[config.mk]
export PLATFORM = sky130hd
export DESIGN_NAME = alu_div
export DESIGN_NICKNAME = d
export VERILOG_FILES = /design/src/rtl/alu_pkg.sv /design/src/rtl/div_step.sv /design/src/rtl/alu_div.sv
export SDC_FILE = /design/constraint.sdc
export NUM_CORES = 1
export LEC_CHECK = 0
export CORE_ASPECT_RATIO = 0.75
export CORE_UTILIZATION = 50
export DETAILED_ROUTE_END_ITERATION = 12
export GPL_TIMING_DRIVEN = 0
export PLACE_DENSITY = 0.84
export SKIP_LAST_GASP = 1
export SLEW_MARGIN = 20
export SYNTH_ARGS = -nofsm -noshare
export SYNTH_HDL_FRONTEND = slang
export SYNTH_SLANG_ARGS = --single-unit
[constraint.sdc]
create_clock -name clk -period 20.4 [get_ports clk]
set_clock_uncertainty 0.2 [all_clocks]
set_input_delay 6.12 -clock clk [delete_from_list [all_inputs] [get_ports clk]]
set_output_delay 6.12 -clock clk [all_outputs]
set_load 0.005 [all_outputs]
[src/rtl/alu_pkg.sv]
// Shared ALU definitions: divider FSM states, default width, flag indices.
// Flag indices follow the {N,Z,C,V} ordering used by the main ALU.
package alu_pkg;

  localparam int WIDTH_DEF = 32;

  localparam int FLAG_N = 3;
  localparam int FLAG_Z = 2;
  localparam int FLAG_C = 1;
  localparam int FLAG_V = 0;

  typedef enum logic [1:0] {
    IDLE,
    CALC,
    FIN,
    DONE
  } div_state_e;

endpackage

[src/rtl/div_step.sv]
// One restoring-division step: shift the next dividend bit into the
// partial remainder and subtract the divisor when it fits.
module div_step #(
  parameter int WIDTH = 32
) (
  input  logic [WIDTH-1:0] rem,
  input  logic [WIDTH-1:0] quo,
  input  logic [WIDTH-1:0] dvs,
  output logic [WIDTH-1:0] rem_nx,
  output logic [WIDTH-1:0] quo_nx
);

  logic [WIDTH:0] shl;
  logic [WIDTH:0] diff;
  logic           fits;

  assign shl  = {rem, quo[WIDTH-1]};
  assign diff = shl - {1'b0, dvs};
  // rem < dvs keeps shl - dvs below 2^WIDTH, so the top bit is a clean borrow
  assign fits = ~diff[WIDTH];

  assign rem_nx = fits ? diff[WIDTH-1:0] : shl[WIDTH-1:0];
  assign quo_nx = {quo[WIDTH-2:0], fits};

endmodule

[src/rtl/alu_div.sv]
// Iterative restoring divider for UDIV/SDIV with a Start/Busy/Done handshake.
// Produces quotient, remainder and {N,Z,C,V} flags, all registered.
module alu_div
  import alu_pkg::*;
#(
  parameter int WIDTH = WIDTH_DEF
) (
  input  logic             clk,
  input  logic             reset,
  input  logic             Start,
  input  logic             Signed,
  input  logic [WIDTH-1:0] A,
  input  logic [WIDTH-1:0] B,
  output logic             Busy,
  output logic             Done,
  output logic [WIDTH-1:0] Quotient,
  output logic [WIDTH-1:0] Remainder,
  output logic [3:0]       ALUFlags,
  output logic             DivByZero
);

  localparam int CW = $clog2(WIDTH);
  localparam logic [WIDTH-1:0] MIN = {1'b1, {(WIDTH-1){1'b0}}};

  div_state_e state;
  div_state_e state_nx;

  logic [CW-1:0]    cnt;
  logic [WIDTH-1:0] rem_q;
  logic [WIDTH-1:0] quo_q;
  logic [WIDTH-1:0] dvs_q;
  logic [WIDTH-1:0] a_q;
  logic             q_neg;
  logic             r_neg;
  logic             ovf;
  logic             dz;

  logic [WIDTH-1:0] rem_nx;
  logic [WIDTH-1:0] quo_nx;
  logic [WIDTH-1:0] a_mag;
  logic [WIDTH-1:0] b_mag;
  logic [WIDTH-1:0] q_fix;
  logic [WIDTH-1:0] r_fix;
  logic [3:0]       flags_fin;

  logic accept;
  logic calc;
  logic fin;
  logic dz_fire;

  assign a_mag = (Signed && A[WIDTH-1]) ? -A : A;
  assign b_mag = (Signed && B[WIDTH-1]) ? -B : B;

  div_step #(
    .WIDTH(WIDTH)
  ) u_step (
    .rem    (rem_q),
    .quo    (quo_q),
    .dvs    (dvs_q),
    .rem_nx (rem_nx),
    .quo_nx (quo_nx)
  );

  always_ff @(posedge clk or posedge reset) begin
    if (reset) begin
      state <= IDLE;
    end else begin
      state <= state_nx;
    end
  end

  always_comb begin
    state_nx = state;
    unique case (state)
      IDLE, DONE: begin
        if (Start) begin
          state_nx = (B == '0) ? DONE : CALC;
        end else begin
          state_nx = IDLE;
        end
      end
      CALC: begin
        if (cnt == '0) begin
          state_nx = FIN;
        end
      end
      FIN: state_nx = DONE;
      default: state_nx = IDLE;
    endcase
  end

  always_comb begin
    Busy    = 1'b0;
    accept  = 1'b0;
    calc    = 1'b0;
    fin     = 1'b0;
    dz_fire = 1'b0;
    unique case (state)
      IDLE: accept = Start;
      CALC: begin
        Busy = 1'b1;
        calc = 1'b1;
      end
      FIN: fin = 1'b1;
      DONE: begin
        accept  = Start;
        dz_fire = dz;
      end
      default: ;
    endcase
  end

  // Dividend magnitude seeds the quotient register and shifts out MSB-first
  always_ff @(posedge clk or posedge reset) begin
    if (reset) begin
      cnt   <= '0;
      rem_q <= '0;
      quo_q <= '0;
      dvs_q <= '0;
      a_q   <= '0;
      q_neg <= 1'b0;
      r_neg <= 1'b0;
      ovf   <= 1'b0;
      dz    <= 1'b0;
    end else if (accept) begin
      cnt   <= CW'(WIDTH-1);
      rem_q <= '0;
      quo_q <= a_mag;
      dvs_q <= b_mag;
      a_q   <= A;
      q_neg <= Signed & (A[WIDTH-1] ^ B[WIDTH-1]);
      r_neg <= Signed & A[WIDTH-1];
      ovf   <= Signed && (A == MIN) && (B == '1);
      dz    <= (B == '0);
    end else if (calc) begin
      cnt   <= cnt - CW'(1);
      rem_q <= rem_nx;
      quo_q <= quo_nx;
    end
  end

  assign q_fix = q_neg ? -quo_q : quo_q;
  assign r_fix = r_neg ? -rem_q : rem_q;

  always_comb begin
    flags_fin         = '0;
    flags_fin[FLAG_N] = q_fix[WIDTH-1];
    flags_fin[FLAG_Z] = (q_fix == '0);
    flags_fin[FLAG_C] = 1'b0;
    flags_fin[FLAG_V] = ovf;
  end

  always_ff @(posedge clk or posedge reset) begin
    if (reset) begin
      Done      <= 1'b0;
      Quotient  <= '0;
      Remainder <= '0;
      ALUFlags  <= 4'b0100;
      DivByZero <= 1'b0;
    end else begin
      Done <= 1'b0;
      if (fin) begin
        Done      <= 1'b1;
        Quotient  <= q_fix;
        Remainder <= r_fix;
        ALUFlags  <= flags_fin;
        DivByZero <= 1'b0;
      end else if (dz_fire) begin
        Done      <= 1'b1;
        Quotient  <= '0;
        Remainder <= a_q;
        ALUFlags  <= 4'b0100;
        DivByZero <= 1'b1;
      end
    end
  end

endmodule

==> metrics.yaml, run 1 <==
yosys:
  synthSimpleGateAreaFrac: 0.190
  ys_warn_count: 0
  synth_top_family_by_area: "compound AO/OA/AOI/OAI gates"
  synth.mux.area_fraction: 0.0474
  ys_seq_area_frac: 0.382
  ys_ff_latch: 207
  synth_area_um2: 13600
  synth-xor-area-share: 0.0976
  synth.distinct_cells: 77
  syn-num-nets: 1729
  synth_compound_area_frac: 0.193
  yosys_most_used_dff: "dfrtp_1"
  synth-adder-area-share: 0.0402
  avgSynthCellArea_um2: 8.38
  synthCells: 1618
  ys_async_sr_fraction: 1.00
  synth_edf_count: 0
global_routing:
  grt_pass1_wl_mm: 69.1
  grtUsageTotal: 0.325
  grt_max_degree: 78
  antenna_found_initial: 2
  overflow: 0
  grt_pass1_vias: 12327
finish:
  num_antenna_cells: 0
  layout_common_cells: "307 x nand2_1, 206 x dfrtp_1, 178 x o21ai_0"
  layoutNonFillerInstCount: 2140
  final_area_um2: 16200
  final_common_cell: "nand2_1"
  regArea_um2: 5180
  nNetsFinal: 1892
  drive_above_1_share: 0.0468
  area_growth_pct: 19.6
  nFillCells: 2265
  multi_input_area_um2: 7710
cts:
  cts.htree.levels: 1
  cts-hold-fix-buffers: 0
  post_cts_resized: 0
  clockBufferDepth: 3
  clk_latency_ps: 520
  cts_made_buffers: 22
  clock_sinks: 207
  tritoncts: "built"
  root_buffer: "clkbuf_16"
  post_cts_buffers: 0
  clkTransAtPathRegs_ps: 60
sta:
  fin_crit_ps: 8830
  tns_ps: 0
  fin_hold_ws_ps: 277
  hold_viol_final: 0
  rsz0062_at_grt: "no"
  min_period_over_period: 0.433
  finalWorstSetupSlack_ps: 11570
  max_freq_mhz: 113
  relSlewSlack: 0.302
  worst_slew_pin_slew_ps: 1050
  finalMaxSlewViolations: 0
  setup_viol: 0
min_path:
  holdCritPathClass: "flop to flop"
floorplan:
  coreArea_um2: 26300
  die_area_um2: 27800
  die_width_um: 192
  io_pins: 139
  initial_core_util: 0.516
  fp-row-count: 51
  die_h_um: 145
pwr:
  ir_drop_mv: 0.0944
  p_leak_nw: 7.04
  pwr_density_cell_nw_per_um2: 184
setup_path:
  r2r_slack_ps: 16020
  arrival_ps: 9070
  worstSetupPathType: "input port to flop"
  crit_fanout: 5
  crit_path_end_kind: "flop"
  crit_path_start_kind: "input port"
  required_ps: 20640
route:
  totalWireLength_mm: 44.6
  ant_nets: 0
  drt_iter0_drc: 1686
  drcViolationCount: 0
  vias_per_cell: 6.14
  vias: 13135
  drtPass1Iterations: 8
  wl_per_cell_um: 20.9
placement:
  hpwl_mm: 34.2
  place_inst: 2101
  post-place-ws_ps: 11130
  post_dp_cell_area_um2: 15400
  port_buffers: 137
  gp_congestion: 0.992
run_status:
  outcome: "finished clean"
flow_run:
  max-cap-violations: 0
## area by class of cell
class                   instances  area share
plain buffers                 105      0.0269
clock buffers                  29      0.0400
clock inverters                10     0.00880
inverters                      60      0.0144
multi-input cells            1246       0.476
flip-flops and latches        207       0.320
well taps                     344      0.0266
repair buffers                139      0.0880
## state kept, by name, summed over array words and instances (netlist names), 2 cells and up
| signal | flops |
|---|---|
| Remainder | 32 |
| state | 2 |
| quo_q | 32 |
| Quotient | 31 |
| ALUFlags | 3 |
| cnt | 5 |
| rem_q | 32 |
| a_q | 32 |
| dvs_q | 32 |
## cells in the mapped netlist (14+ instances only)
library cell / count / share of area
a21o_1: 20 / 0.011
nand2b_1: 18 / 0.0083
dfrtp_1: 206 / 0.38
a31oi_1: 15 / 0.0069
a211oi_1: 14 / 0.0078
nand4_1: 16 / 0.0074
o21ai_0: 178 / 0.066
ha_1: 42 / 0.039
nor3_1: 30 / 0.011
nand3_1: 21 / 0.0078
xnor2_1: 96 / 0.062
clkbuf_1: 76 / 0.021
a21oi_1: 103 / 0.038
mux2i_1: 62 / 0.046
o31ai_1: 24 / 0.013
nor2_1: 76 / 0.021
xor2_1: 55 / 0.036
inv_1: 60 / 0.017
nand2_1: 307 / 0.085
## worst paths after layout
check                                 startpoint                       to  cells past startpoint
max reg2reg                quo_q[31]$_DFFE_PP0P_     rem_q[1]$_DFFE_PP0P_                     14
min                          a_q[31]$_DFFE_PP0P_      a_q[31]$_DFFE_PP0P_                      2
max in group asynchronous                  reset  ALUFlags[2]$_DFFE_PP1P_                      3
min in group asynchronous                  reset    rem_q[30]$_DFFE_PP0P_                      2
max                                         B[2]     state[1]$_DFFE_PP0P_                     10
min reg2reg                  a_q[31]$_DFFE_PP0P_      a_q[31]$_DFFE_PP0P_                      2
## kinds of logic after synthesis
| family | after synthesis |
|---|---|
| DFF | 207 |
| and+or+nand+nor | 551 |
| other | 1 |
| buffers and inverters | 165 |
| AOI/OAI and AO/OA | 436 |
| adders and majority gates | 43 |
| xor gates and xnor gates | 151 |
| muxes | 64 |
## layer usage
metal  vias to the layer above  part of all wire  global-route usage
met1                      6394              0.44               0.480
met3                        76              0.13               0.108
met4                         0             0.026              0.0920
met5                         -                 0                   0
li1                       5945                 -                   -
met2                       720              0.40               0.446
## report_power, final
group,switching (mW),internal (mW)
registers,0.178,0.602
logic,1.07,0.705
clock network,0.176,0.263
total,1.42,1.57
## critical path: stages
cell and delay [ps]:
clkdlybuf4s50_1 520, or3_1 480, nor3b_2 390, and3b_1 290
and3_2 250, nand2_1 90, or4_4 430, nor3_2 240
nand2_1 90, a31oi_1 160
## through the flow
step                      utilization  power, mW
after floorplan                     -       1.92
after global routing            0.617       3.20
final                           0.617       2.99
after detailed placement        0.587       2.49
after CTS                       0.617       2.94
after global placement          0.584       2.44
(Power assumes the default switching activity.)
==> run 2, diff against run 1 <==
clock period = 8.7 ns   (was 20.4 ns; I/O delays follow)
==> results of run 2 <==
Same layout as run 1 (identical final DEF). Status: finished clean.
Among the figures that moved: setup slack after placement 11130 ps -> 2940 ps; setup slack after layout 11570 ps -> 3380 ps; register-to-register setup slack 16020 ps -> 4320 ps; total power 2.99 mW -> 7.01 mW; worst IR drop on VDD 0.0944 mV -> 0.221 mV
==> run 3, diff against run 2 <==
clock period = 5.4 ns   (was 8.7 ns; I/O delays follow)
==> run 3 against run 2 <==
Net effect:
- clock-buffer cell count rose by 1
- routed wire length is 0.24% lower
- sequential share of layout area about the same
- design area decreased by 0.15%
- largest power group unchanged
- critical endpoint unchanged
==> metrics.yaml, run 3 (same netlist as run 1, synthesis figures left out) <==
cts:
  post_cts_buffers: 0  # unchanged
  root_buffer: "clkbuf_16"
  cts_made_buffers: 23  # +4.5%
  clkTransAtPathRegs_ps: 60  # about the same
  cts-hold-fix-buffers: 0  # unchanged
  tritoncts: "built"
  cts.htree.levels: 1  # unchanged
  clock_sinks: 207  # unchanged
  post_cts_resized: 0  # unchanged
  clockBufferDepth: 3  # unchanged
  clk_latency_ps: 520  # about the same
pwr:
  ir_drop_mv: 0.341
  power_mw: 11.1
  p_leak_nw: 7.03  # -0.12%
  pwr_density_cell_nw_per_um2: 689
finish:
  final_common_cell: "nand2_1"
  num_antenna_cells: 0  # unchanged
  drive_above_1_share: 0.0478  # +0.000981
  multi_input_area_um2: 7710  # unchanged
  area_growth_pct: 19.4
  nNetsFinal: 1897  # +0.26%
  regArea_um2: 5180  # unchanged
  layout_common_cells: "307 x nand2_1, 206 x dfrtp_1, 178 x o21ai_0"
  nFillCells: 2237  # -1.2%
global_routing:
  antenna_found_initial: 1  # -1
  grt_max_degree: 37  # -53%
  grt_pass1_vias: 12379  # +0.42%
  overflow: 0  # unchanged
  grt_pass1_wl_mm: 69.0  # -0.26%
  grtUsageTotal: 0.324  # -0.000938
floorplan:
  io_pins: 139  # unchanged
  die_width_um: 192  # unchanged
  initial_core_util: 0.516  # unchanged
  coreArea_um2: 26300  # unchanged
  die_area_um2: 27800  # unchanged
  die_h_um: 145  # unchanged
  fp-row-count: 51  # unchanged
placement:
  hpwl_mm: 34.7  # +1.4%
  gp_congestion: 1.06  # +6.3%
  port_buffers: 137  # unchanged
  post-place-ws_ps: 553
sta:
  finalMaxSlewViolations: 0  # unchanged
  relSlewSlack: 0.299  # -0.00245
  setup_viol: 0  # unchanged
  max_freq_mhz: 229
  hold_viol_final: 0  # unchanged
  worst_slew_pin_slew_ps: 1050  # +3.67 ps
  min_period_over_period: 0.809
  rsz0062_at_grt: "no"
  finalWorstSetupSlack_ps: 1030
  fin_crit_ps: 4370
setup_path:
  timing.rr.end: "rem_q[1]$_DFFE_PP0P_"
  crit_path_start_kind: "input port"
  arrival_ps: 4610
  worstSetupPathType: "input port to flop"
  reg2regPathDepth: 14  # unchanged
  crit_path_end_kind: "flop"
  r2r_start: "quo_q[31]$_DFFE_PP0P_"
  r2r_slack_ps: 1200
  crit_fanout: 5  # unchanged
  required_ps: 5640
min_path:
  holdCritPathClass: "flop to flop"
  holdCritStartpoint: "a_q[29]$_DFFE_PP0P_"
  holdPathStages: 2  # unchanged
  worstHoldEndpoint: "a_q[29]$_DFFE_PP0P_"
route:
  vias: 13011  # -0.94%
  drt_iter0_drc: 1294  # -23%
  drcViolationCount: 0  # unchanged
  totalWireLength_mm: 44.5  # -0.24%
  drtPass1Iterations: 7  # -1
  vias_per_cell: 6.07  # -1.2%
  wl_per_cell_um: 20.8  # -0.47%
  ant_nets: 0  # unchanged
flow_run:
  max-cap-violations: 0  # unchanged
run_status:
  outcome: "finished clean"
-- run 3: worst max path at each step --
stage / startpoint / to / slack [ps] / cells after the start
finish: B[2] / state[1]$_DFFE_PP0P_ / 1030 / 10
global route: B[2] / dvs_q[31]$_DFFE_PP0P_ / 850 / 9
CTS: B[2] / state[1]$_DFFE_PP0P_ / 1100 / 10
detailed placement: B[2] / state[1]$_DFFE_PP0P_ / 550 / 10
global placement: reset / Quotient[27]$_DFFE_PP0P_ / -710 / 2
floorplan: reset / ALUFlags[0]$_DFFE_PP0P_ / 890 / 1
-- run 3: report_power, final --
| group | internal [mW] | total, mW | switching [mW] |
|---|---|---|---|
| logic | 2.67 | 6.69 | 4.03 |
| clock network | 0.832 | 1.51 | 0.676 |
| registers | 2.27 | 2.95 | 0.671 |
| total | 5.77 | 11.1 | 5.37 |
-- run 3: stage by stage --
stage / cells / hold WS [ps] / TNS, ps / cell area [um^2] / util
6_report: 2145 / 274 / 0 / 16200 / 0.616
5_1_grt: 2145 / 283 / 0 / 16200 / 0.616
4_1_cts: 2145 / 274 / 0 / 16200 / 0.616
3_5_place_dp: 2105 / 258 / 0 / 15500 / 0.589
3_3_place_gp: 2099 / 257 / -141090 / 15400 / 0.584
2_1_floorplan: 1618 / 237 / 0 / 13600 / -
-- run 3: cell type report --
type                            instances  area share
Multi-Input combinational cell       1246       0.477
Sequential cell                       207       0.320
Timing Repair Buffer                  143      0.0921
Clock buffer                           30      0.0390
Buffer                                105      0.0269
Tap cell                              344      0.0266
Inverter                               60      0.0141
Clock inverter                         10     0.00456
-- run 3: metal layers --
metal | vias to the layer above | track usage | part of all wire
li1 | 5980 | - | -
met1 | 6250 | 0.477 | 0.45
met2 | 702 | 0.447 | 0.40
met3 | 79 | 0.113 | 0.13
met4 | 0 | 0.0821 | 0.023
met5 | - | 0 | 0
-- run 3: worst max-delay path: stages --
cell and delay (ps):
clkdlybuf4s50_1 510, or3_1 480, nor3b_2 360, and3b_1 290, and3_2 250, nand2_1 90
or4_4 430, nor3_2 290, nand2_1 100, a31oi_1 170
==> edit (config.mk and constraints of run 1) <==
`WIDTH_DEF`: 32 -> 16.
--- a/src/rtl/alu_pkg.sv
+++ b/src/rtl/alu_pkg.sv
@@ -4,3 +4,3 @@
 
-  localparam int WIDTH_DEF = 32;
+  localparam int WIDTH_DEF = 16;
 
Interface: changed (resized A, B, Quotient and Remainder); port bits go from 139 to 75. The function was not compared with the original's and may differ.
==> edit against run 1 <==
Total power is 52% lower; via count is 46% lower; register-to-register slack better by 1.1 ns; sequential cell count down 97; worst setup slack improved by 0.48 ns; synthesized area down 47%; clock power fell by 58%; critical path depth fell by 3; die area decreased by 47%; wire length fell by 52%; cell area fell by 48%; core utilization shrank 0.61 points; largest power group unchanged.
==> edit: results <==
set metrics [dict create \
    grt.total_usage_pct 29.42 \
    ys_async_sr_fraction_pct 100.0 \
    outcome "completed" \
    cts_setup_buffers 0 \
    worstReg2RegStart "rem_q[0]" \
    cpMaxStageDelayCell "nor3_1" \
    root_buffer "clkbuf_16" \
    drt-total-wl_um 21540 \
    r2r_cells 10 \
    hold_depth 2 \
    grt_pass1_wl_um 33670 \
    portBuffers 73 \
    drive_gt1_share_pct 4.757 \
    vias 7030 \
    synthTopCellsByArea "dfrtp_1 38%, nand2_1 7.6%, o21ai_0 5.8%" \
    r2r-end "rem_q[8]" \
    synth_commonest_cells "146 x nand2_1, 109 x dfrtp_1, 83 x o21ai_0" \
    antenna_found_initial 0 \
    cts_max_path_buffers 2 \
    ys.flop_type "dfrtp_1" \
    irDropWorstVdd_uv 63.34 \
    num_antenna_cells 0 \
    hold_end "dvs_q[9]" \
    cts_resized 0 \
    yosysWarningCount 0 \
    synthDistinctLibCells 63 \
    worstMarginPinSlew_ns 0.9303 \
    cts_max_level 3 \
    nNetsFinal 1003 \
    slowest_delay_ns 0.73 \
    cts.clk_slew.worst_paths_ns 0.08 \
    synth_edf_count 0 \
    ys_seq_area_share_pct 38.32 \
    first_pass_iters 6 \
    place_ws_ns 11.71 \
    synth_fp_nets 918 \
    final_util_pct 61.05 \
    dpl_cell_area_um2 8169 \
    cts_buffers 9 \
    min_from "dvs_q[9]" \
    initialDrtViolationCount 798 \
    clock_latency_ns 0.36 \
    globalplace.congestion 0.9656 \
    cp_max_fo 6 \
    p_leak_nw 3.715 \
    hp-class "reg -> reg" \
    dp_hpwl_um 16580 \
    grt_pass1_vias 6154 \
    rrSetupSlack_ns 17.09 \
    grt_start_max_net_pins 80 \
]
edit: metrics by stage:
step	cells	hold WS [ns]
6_report	1121	0.2868
5_1_grt	1121	0.3099
3_3_place_gp	1104	0.2574
4_1_cts	1121	0.2861
3_5_place_dp	1105	0.2674
2_1_floorplan	856	0.2379
edit: worst max path at each step:
stage | startpoint | endpoint | slack, ns | cells after the start
after floorplan | reset | ALUFlags[0] | 11.18 | 1
after global placement | reset | dvs_q[13] | 9.66 | 2
after detailed placement | B[2] | dvs_q[14] | 11.71 | 7
after CTS | B[2] | dvs_q[14] | 12.09 | 7
after global routing | B[2] | dvs_q[14] | 11.91 | 7
final | B[2] | dvs_q[14] | 12.04 | 7
edit: worst max-delay path: cells and delay by family:
kind | cells | cell delay, ns
AO/OA/AOI/OAI | 2 | 0.27
XOR/XNOR | 1 | 0.20
AND/OR/NAND/NOR | 3 | 1.29
buffers and inverters | 1 | 0.51
edit: layout make-up:
cell class	instances	area [µm²]
inverters	36	140.1
flip-flops and latches	110	2754
clock inverters	7	83.83
well taps	175	219.0
repair buffers	74	758.2
multi-input cells	655	4036
plain buffers	55	261.5
clock buffers	9	225.2
fillers	1219	5410
edit: logic make-up after synthesis:
| family | Yosys count | share of synthesized area (%) |
|---|---|---|
| AO/OA/AOI/OAI | 229 | 20.23 |
| XOR/XNOR | 64 | 7.799 |
| adder cells (fa/ha/maj) | 26 | 4.631 |
| buffers and inverters | 91 | 5.519 |
| flip-flops | 110 | 38.32 |
| multiplexers | 22 | 3.099 |
| other | 1 | 0.05218 |
| AND/OR/NAND/NOR | 313 | 20.35 |
edit: power breakdown:
part	switching [mW]	internal (mW)	total [mW]	leakage, nW
Combinational	0.506	0.336	0.842	2.20
Clock	0.0952	0.0890	0.184	0.152
Sequential	0.0964	0.317	0.413	1.36
edit: metal layers:
layer	GRT usage [%]	vias up	routed length (µm)
li1	-	3231	-
met5	0	-	0
met3	9.677	57	2743
met4	5.573	0	437
met2	40.43	442	8627
met1	44.47	3300	9735
